$ cat src/rtl/dmem_pkg.sv
// Shared types and constants for the data memory responder.
// Funct3 encodings, FSM states and an access-size helper.
package dmem_pkg;

    localparam logic [2:0] F3_B  = 3'b000;
    localparam logic [2:0] F3_H  = 3'b001;
    localparam logic [2:0] F3_W  = 3'b010;
    localparam logic [2:0] F3_D  = 3'b011;
    localparam logic [2:0] F3_BU = 3'b100;
    localparam logic [2:0] F3_HU = 3'b101;
    localparam logic [2:0] F3_WU = 3'b110;

    typedef enum logic [1:0] {
        ST_IDLE = 2'd0,
        ST_BUSY = 2'd1,
        ST_RESP = 2'd2
    } dmem_state_t;

    // Access size in bytes from the low funct3 bits.
    function automatic logic [3:0] size_w(input logic [2:0] f3);
        unique case (f3[1:0])
            2'b00:   size_w = 4'd1;
            2'b01:   size_w = 4'd2;
            2'b10:   size_w = 4'd4;
            default: size_w = 4'd8;
        endcase
    endfunction

endpackage

$ cat src/rtl/dmem_lane.sv
// Byte-lane steering for one doubleword of data memory.
// Builds byte enables, aligns store data, extracts and extends loads.
module dmem_lane
    import dmem_pkg::*;
(
    input  logic [2:0]  addr,
    input  logic [2:0]  funct3,
    input  logic [63:0] wdata,
    input  logic [63:0] rdword,
    output logic [7:0]  be,
    output logic [63:0] wbytes,
    output logic [63:0] rval,
    output logic        misalign
);

    logic [3:0]  size;
    logic [7:0]  base_mask;
    logic [5:0]  sh;
    logic [63:0] shifted;

    assign size   = size_w(funct3);
    assign sh     = {addr, 3'b000};
    assign wbytes = wdata << sh;
    assign shifted = rdword >> sh;
    assign be     = base_mask << addr;

    // Size-dependent mask, alignment check and load extension.
    always_comb begin
        base_mask = 8'h00;
        misalign  = 1'b0;
        rval      = 64'd0;
        unique case (funct3[1:0])
            2'b00: begin
                base_mask = 8'h01;
                rval = funct3[2] ? {56'd0, shifted[7:0]}
                                 : {{56{shifted[7]}}, shifted[7:0]};
            end
            2'b01: begin
                base_mask = 8'h03;
                misalign  = addr[0];
                rval = funct3[2] ? {48'd0, shifted[15:0]}
                                 : {{48{shifted[15]}}, shifted[15:0]};
            end
            2'b10: begin
                base_mask = 8'h0F;
                misalign  = |addr[1:0];
                rval = funct3[2] ? {32'd0, shifted[31:0]}
                                 : {{32{shifted[31]}}, shifted[31:0]};
            end
            default: begin
                base_mask = 8'hFF;
                misalign  = |addr;
                rval      = shifted;
            end
        endcase
        if (size == 4'd0) base_mask = 8'h00;
    end

endmodule

$ cat src/rtl/data_mem_responder.sv
// Byte-addressable data memory behind a valid/ready request/response pair.
// Optional macro DMEM_PROBE_EN exposes doublewords 0..3 as probe0..probe3.
module data_mem_responder
    import dmem_pkg::*;
#(
    parameter int DEPTH_BYTES = 256,
    parameter int LATENCY     = 2
) (
    input  logic        clk,
    input  logic        reset,
    input  logic        req_valid,
    output logic        req_ready,
    input  logic        req_write,
    input  logic [63:0] req_addr,
    input  logic [2:0]  req_funct3,
    input  logic [63:0] req_wdata,
    output logic        rsp_valid,
    input  logic        rsp_ready,
    output logic [63:0] rsp_rdata,
    output logic        rsp_err
`ifdef DMEM_PROBE_EN
    ,
    output logic [63:0] probe0,
    output logic [63:0] probe1,
    output logic [63:0] probe2,
    output logic [63:0] probe3
`endif
);

    localparam int DW_N = DEPTH_BYTES / 8;
    localparam int IW   = (DW_N > 1) ? $clog2(DW_N) : 1;
    localparam logic [3:0] CNT_INIT = 4'(LATENCY - 1);

    dmem_state_t state;
    logic [3:0]  cnt;
    logic        cap_write;
    logic [63:0] cap_addr;
    logic [2:0]  cap_funct3;
    logic [63:0] cap_wdata;

    logic [63:0] mem [DW_N];

    logic        op_write;
    logic [63:0] op_addr;
    logic [2:0]  op_funct3;
    logic [63:0] op_wdata;
    logic [63:0] dw_sel;
    logic [IW-1:0] idx;
    logic [7:0]  be;
    logic [63:0] wbytes;
    logic [63:0] rval;
    logic        misalign;
    logic        illegal;
    logic        out_of_range;
    logic        acc_err;
    logic [63:0] acc_rdata;
    logic        do_access;
    logic        do_write;

    // With LATENCY=1 the access happens on the accepting edge itself,
    // so the operands come straight from the request port in IDLE.
    assign op_write  = (state == ST_IDLE) ? req_write  : cap_write;
    assign op_addr   = (state == ST_IDLE) ? req_addr   : cap_addr;
    assign op_funct3 = (state == ST_IDLE) ? req_funct3 : cap_funct3;
    assign op_wdata  = (state == ST_IDLE) ? req_wdata  : cap_wdata;

    assign dw_sel = op_addr >> 3;
    assign idx    = dw_sel[IW-1:0];

    dmem_lane u_lane (
        .addr     (op_addr[2:0]),
        .funct3   (op_funct3),
        .wdata    (op_wdata),
        .rdword   (mem[idx]),
        .be       (be),
        .wbytes   (wbytes),
        .rval     (rval),
        .misalign (misalign)
    );

    assign illegal = (op_funct3 == 3'b111) || (op_write && op_funct3[2]);
    assign out_of_range = ({1'b0, op_addr} + 65'(size_w(op_funct3)))
                          > 65'(DEPTH_BYTES);
    assign acc_err   = illegal || misalign || out_of_range;
    assign acc_rdata = (acc_err || op_write) ? 64'd0 : rval;

    assign do_access = (state == ST_BUSY && cnt == 4'd0) ||
                       (LATENCY == 1 && state == ST_IDLE && req_valid);
    assign do_write  = do_access && op_write && !acc_err;

    assign req_ready = (state == ST_IDLE) && reset;

`ifdef DMEM_PROBE_EN
    assign probe0 = mem[0];
    assign probe1 = mem[1];
    assign probe2 = mem[2];
    assign probe3 = mem[3];
`endif

    // Request capture, latency countdown and registered response.
    always_ff @(posedge clk or negedge reset) begin
        if (!reset) begin
            state      <= ST_IDLE;
            cnt        <= 4'd0;
            cap_write  <= 1'b0;
            cap_addr   <= 64'd0;
            cap_funct3 <= 3'd0;
            cap_wdata  <= 64'd0;
            rsp_valid  <= 1'b0;
            rsp_rdata  <= 64'd0;
            rsp_err    <= 1'b0;
        end else begin
            unique case (state)
                ST_IDLE: begin
                    if (req_valid) begin
                        cap_write  <= req_write;
                        cap_addr   <= req_addr;
                        cap_funct3 <= req_funct3;
                        cap_wdata  <= req_wdata;
                        cnt        <= CNT_INIT;
                        if (LATENCY == 1) begin
                            state     <= ST_RESP;
                            rsp_valid <= 1'b1;
                            rsp_rdata <= acc_rdata;
                            rsp_err   <= acc_err;
                        end else begin
                            state <= ST_BUSY;
                        end
                    end
                end
                ST_BUSY: begin
                    if (cnt == 4'd0) begin
                        state     <= ST_RESP;
                        rsp_valid <= 1'b1;
                        rsp_rdata <= acc_rdata;
                        rsp_err   <= acc_err;
                    end else begin
                        cnt <= cnt - 4'd1;
                    end
                end
                ST_RESP: begin
                    if (rsp_ready) begin
                        state     <= ST_IDLE;
                        rsp_valid <= 1'b0;
                        rsp_rdata <= 64'd0;
                        rsp_err   <= 1'b0;
                    end
                end
                default: state <= ST_IDLE;
            endcase
        end
    end

    // Storage: cleared by reset, byte-enabled writes on the access edge.
    always_ff @(posedge clk or negedge reset) begin
        if (!reset) begin
            for (int i = 0; i < DW_N; i++) mem[i] <= 64'd0;
        end else if (do_write) begin
            for (int k = 0; k < 8; k++) begin
                if (be[k]) mem[idx][k*8 +: 8] <= wbytes[k*8 +: 8];
            end
        end
    end

endmodule

$ cat config.mk
export PLATFORM = sky130hd
export DESIGN_NAME = data_mem_responder
export DESIGN_NICKNAME = d
export VERILOG_FILES = /design/src/rtl/dmem_pkg.sv /design/src/rtl/dmem_lane.sv /design/src/rtl/data_mem_responder.sv
export SDC_FILE = /design/constraint.sdc
export NUM_CORES = 2
export LEC_CHECK = 0
export CAP_MARGIN = 10
export CORE_ASPECT_RATIO = 0.7
export CORE_MARGIN = 2
export CORE_UTILIZATION = 45
export DETAILED_ROUTE_END_ITERATION = 10
export SETUP_SLACK_MARGIN = 0.3
export SLEW_MARGIN = 15
export SYNTH_ARGS = -nofsm -noshare
export SYNTH_HDL_FRONTEND = slang
export SYNTH_HIERARCHICAL = 1
export SYNTH_SLANG_ARGS = --single-unit
$ cat constraint.sdc
create_clock -name clk -period 7.9 [get_ports clk]
set_input_delay 1.58 -clock clk [delete_from_list [all_inputs] [get_ports clk]]
set_output_delay 1.58 -clock clk [all_outputs]
set_load 0.01 [all_outputs]
==> out/metrics.cfg <==
[sta]
hold_viol_final=0
slew_headroom_pct=6.89
skew_ps=79.1
grt_setup_unrepaired=no
min_period_ps=6910
setup_violations=0
tns_ps=0
finalMaxSlewViolations=0
worst_slack_ps=991
tightest_slew_ps=1400
fmax_mhz=145
post-route-period-util_pct=87.5

[placement]
portBuffers=202
gp_congestion=0.995
dpl_worst_slack_ps=577
dp_hpwl_um=267000

[floorplan]
core_um2=255000
num_rows=155
fp.dieH_um=427
fp.dieArea_um2=260000
io_pins=203
fp.dieW_um=609
start_util_pct=45.2

[power_and_ir_drop]
p_leak_nw=62.6
peakVddDrop_mv=0.851
cellPowerDensity_nw_per_um2=334

[yosys]
synth_top_area_cell=dfrtp_1
synth-simple-area-share_pct=11.1
synth_cells=8235
synth_top_area_share_pct=48.9
ys_seq_elements=2252
synth_area_um2=115000
synth-edff-count=0
synth_ff_type=dfrtp_1
yosysUniqueCellTypes=94
synth_top_family_by_area=multiplexers
synth_warnings=6
yosys.area_share.xor_xnor_pct=0.152
ys_top_cells_by_area=dfrtp_1, mux2_2, mux4_2
synth_area_per_cell_um2=14.0
ys_seq_area_share_pct=48.9
synthMuxAreaShare_pct=32.7
ys_async_sr_fraction_pct=100
syn_nets=8378
synth_compound_area_share_pct=4.33
synth_fa_ha_area_share_pct=0.0826

[cts]
h-tree-depth=4
clock-sinks=2252
hold_buffers=0
cts-root-buf=clkbuf_16
insertion_delay_ps=910
clockBufferDepth=4
cts_buffers=226
cts_tree=built
post_cts_buffers=0
ctsResizeCount=0
cts.clk_slew.worst_paths_ps=60

[setup_path]
crit_buf_inv=4
worst_path_dominant_cell_family=simple AND/OR/NAND/NOR gates
critical_path_arrival_ps=7630
worstPathRequired_ps=8620
start_kind=flop
path_cells=buf_4 > o21ai_0 > a222oi_1 > nand3_1 > nand2b_1 > mux2i_1 > nor4_1 > nand4_4 > buf_12 > buf_12 > nor4_4 > buf_4 > mux2_2
critPathKind=reg2reg
cp-end-kind=flop
max_stage_delay_ps=1130
cp_max_fo=72
slowest_stage=a222oi_1

[drt]
via_count=77048
detail-route-antenna-nets=0
drcViolationCount=0
wl_um=384000
dr.pass1.iters=8
drtIter0Drc=8577
wl_per_cell_um=31.6
viasPerCell=6.34

[final_layout]
area_growth_pct=14.9
drive_above_1_share_pct=46.1
nNetsFinal=8721

[grt]
first_global_vias=76341
grt_use_total_pct=29.3
grt_remaining_overflow=0
grt_max_degree=173
grt_pass1_wl_um=559000
antenna_found_initial=27

[run_status]
status=finished clean

[flow_run]
drv_cap=0

[hold_path]
min_path_type=reg2reg

[sequential cells by signal, indices dropped and copies added (netlist names)]
register and cells:
cap_addr 64, state 2, cnt 4, rsp_err 1
mem 2048, cap_wdata 64, cap_funct3 3, rsp_rdata 64
rsp_valid 1, cap_write 1
[cells in the mapped netlist, types with 74 or more instances]
cell,count
mux2_2,1984
nand4_1,106
a22oi_1,239
nand3_1,367
buf_2,96
mux4_2,462
mux2_4,240
nor2_1,120
nand2_1,683
dfrtp_1,2252
clkbuf_1,471
nor4_4,256
o21ai_0,74
mux2i_1,112
[kinds of logic after synthesis]
logic type                 count (synthesis)
and+or+nand+nor                         1778
muxes                                   2811
DFF                                     2252
adders and majority gates                  7
xor gates and xnor gates                  20
buffers and inverters                    710
AOI/OAI and AO/OA                        657
[stage by stage]
stage / cell area, um^2 / utilization [%] / hold WS [ps] / cells / power, W
after global placement: 125000 / 49.0 / 463 / 11725 / 0.0325
after CTS: 132000 / 51.9 / 492 / 12126 / 0.0438
after floorplan: 115000 / - / 453 / 8235 / 0.0234
after detailed placement: 125000 / 49.0 / 473 / 11725 / 0.0327
after global routing: 132000 / 51.9 / 506 / 12128 / 0.0456
final: 132000 / 52.0 / 488 / 12145 / 0.0442
[power breakdown]
part	total [W]	leakage [nW]	internal (W)	switching, W
Sequential	0.0122	31.2	0.0119	0.000344
Combinational	0.0208	27.7	0.00533	0.0155
Clock	0.0111	3.70	0.00639	0.00476
[cell type report]
cell class              count  area, um^2
well taps                3375        4220
flip-flops and latches   2252       56400
diodes                     19        47.5
multi-input cells        5273       56300
clock inverters            66         835
clock buffers             335        6670
fillers                 21198      122000
inverters                  13        56.3
repair buffers            812        7790
[worst paths after layout]
kind / from / to / slack (ps) / cells past startpoint
max: state[0]$_DFFE_PN0P_ / mem[675]$_DFFE_PN0P_ / 990 / 13
min: mem[128]$_DFFE_PN0P_ / mem[128]$_DFFE_PN0P_ / 490 / 1
max reg2reg: state[0]$_DFFE_PN0P_ / mem[675]$_DFFE_PN0P_ / 990 / 13
min reg2reg: mem[128]$_DFFE_PN0P_ / mem[128]$_DFFE_PN0P_ / 490 / 1
max in group asynchronous: reset / mem[317]$_DFFE_PN0P_ / 4390 / 4
min in group asynchronous: reset / mem[1287]$_DFFE_PN0P_ / 610 / 1
[worst reg2reg max path: stages, from the launching register on]
cell and delay [ps]:
dfrtp_2 650, buf_4 640, o21ai_0 480, a222oi_1 1130
nand3_1 350, nand2b_1 260, mux2i_1 220, nor4_1 670
nand4_4 720, buf_12 530, buf_12 200, nor4_4 290
buf_4 230, mux2_2 350
[layer usage]
layer	GRT usage (%)	share of wire, %	vias to the layer above
met5	0	0.014	-
met4	7.73	2.9	10
met3	8.48	10	540
met2	40.6	41	3141
met1	44.6	46	41527
li1	-	-	31830
[cell usage in the layout, fill, tap and decap left out, drive strengths merged, types with 20 or more instances in the layout]
master and n:
o21ai 77, a21oi 41, mux2i 115, a22oi 245
mux4 467, nor3 29, nor4 268, a31oi 24
nand4 107, clkdlybuf4s50 201, mux2 2229, and3 64
a311oi 54, and2 28, clkbuf 335, nor2b 20
nand2 683, nand4bb 35, dfrtp 2252, clkinv 40
nor2 123, o211ai 50, nand3 368, a32o 64
buf 611
No activity file was read; power rests on OpenSTA's default activity.
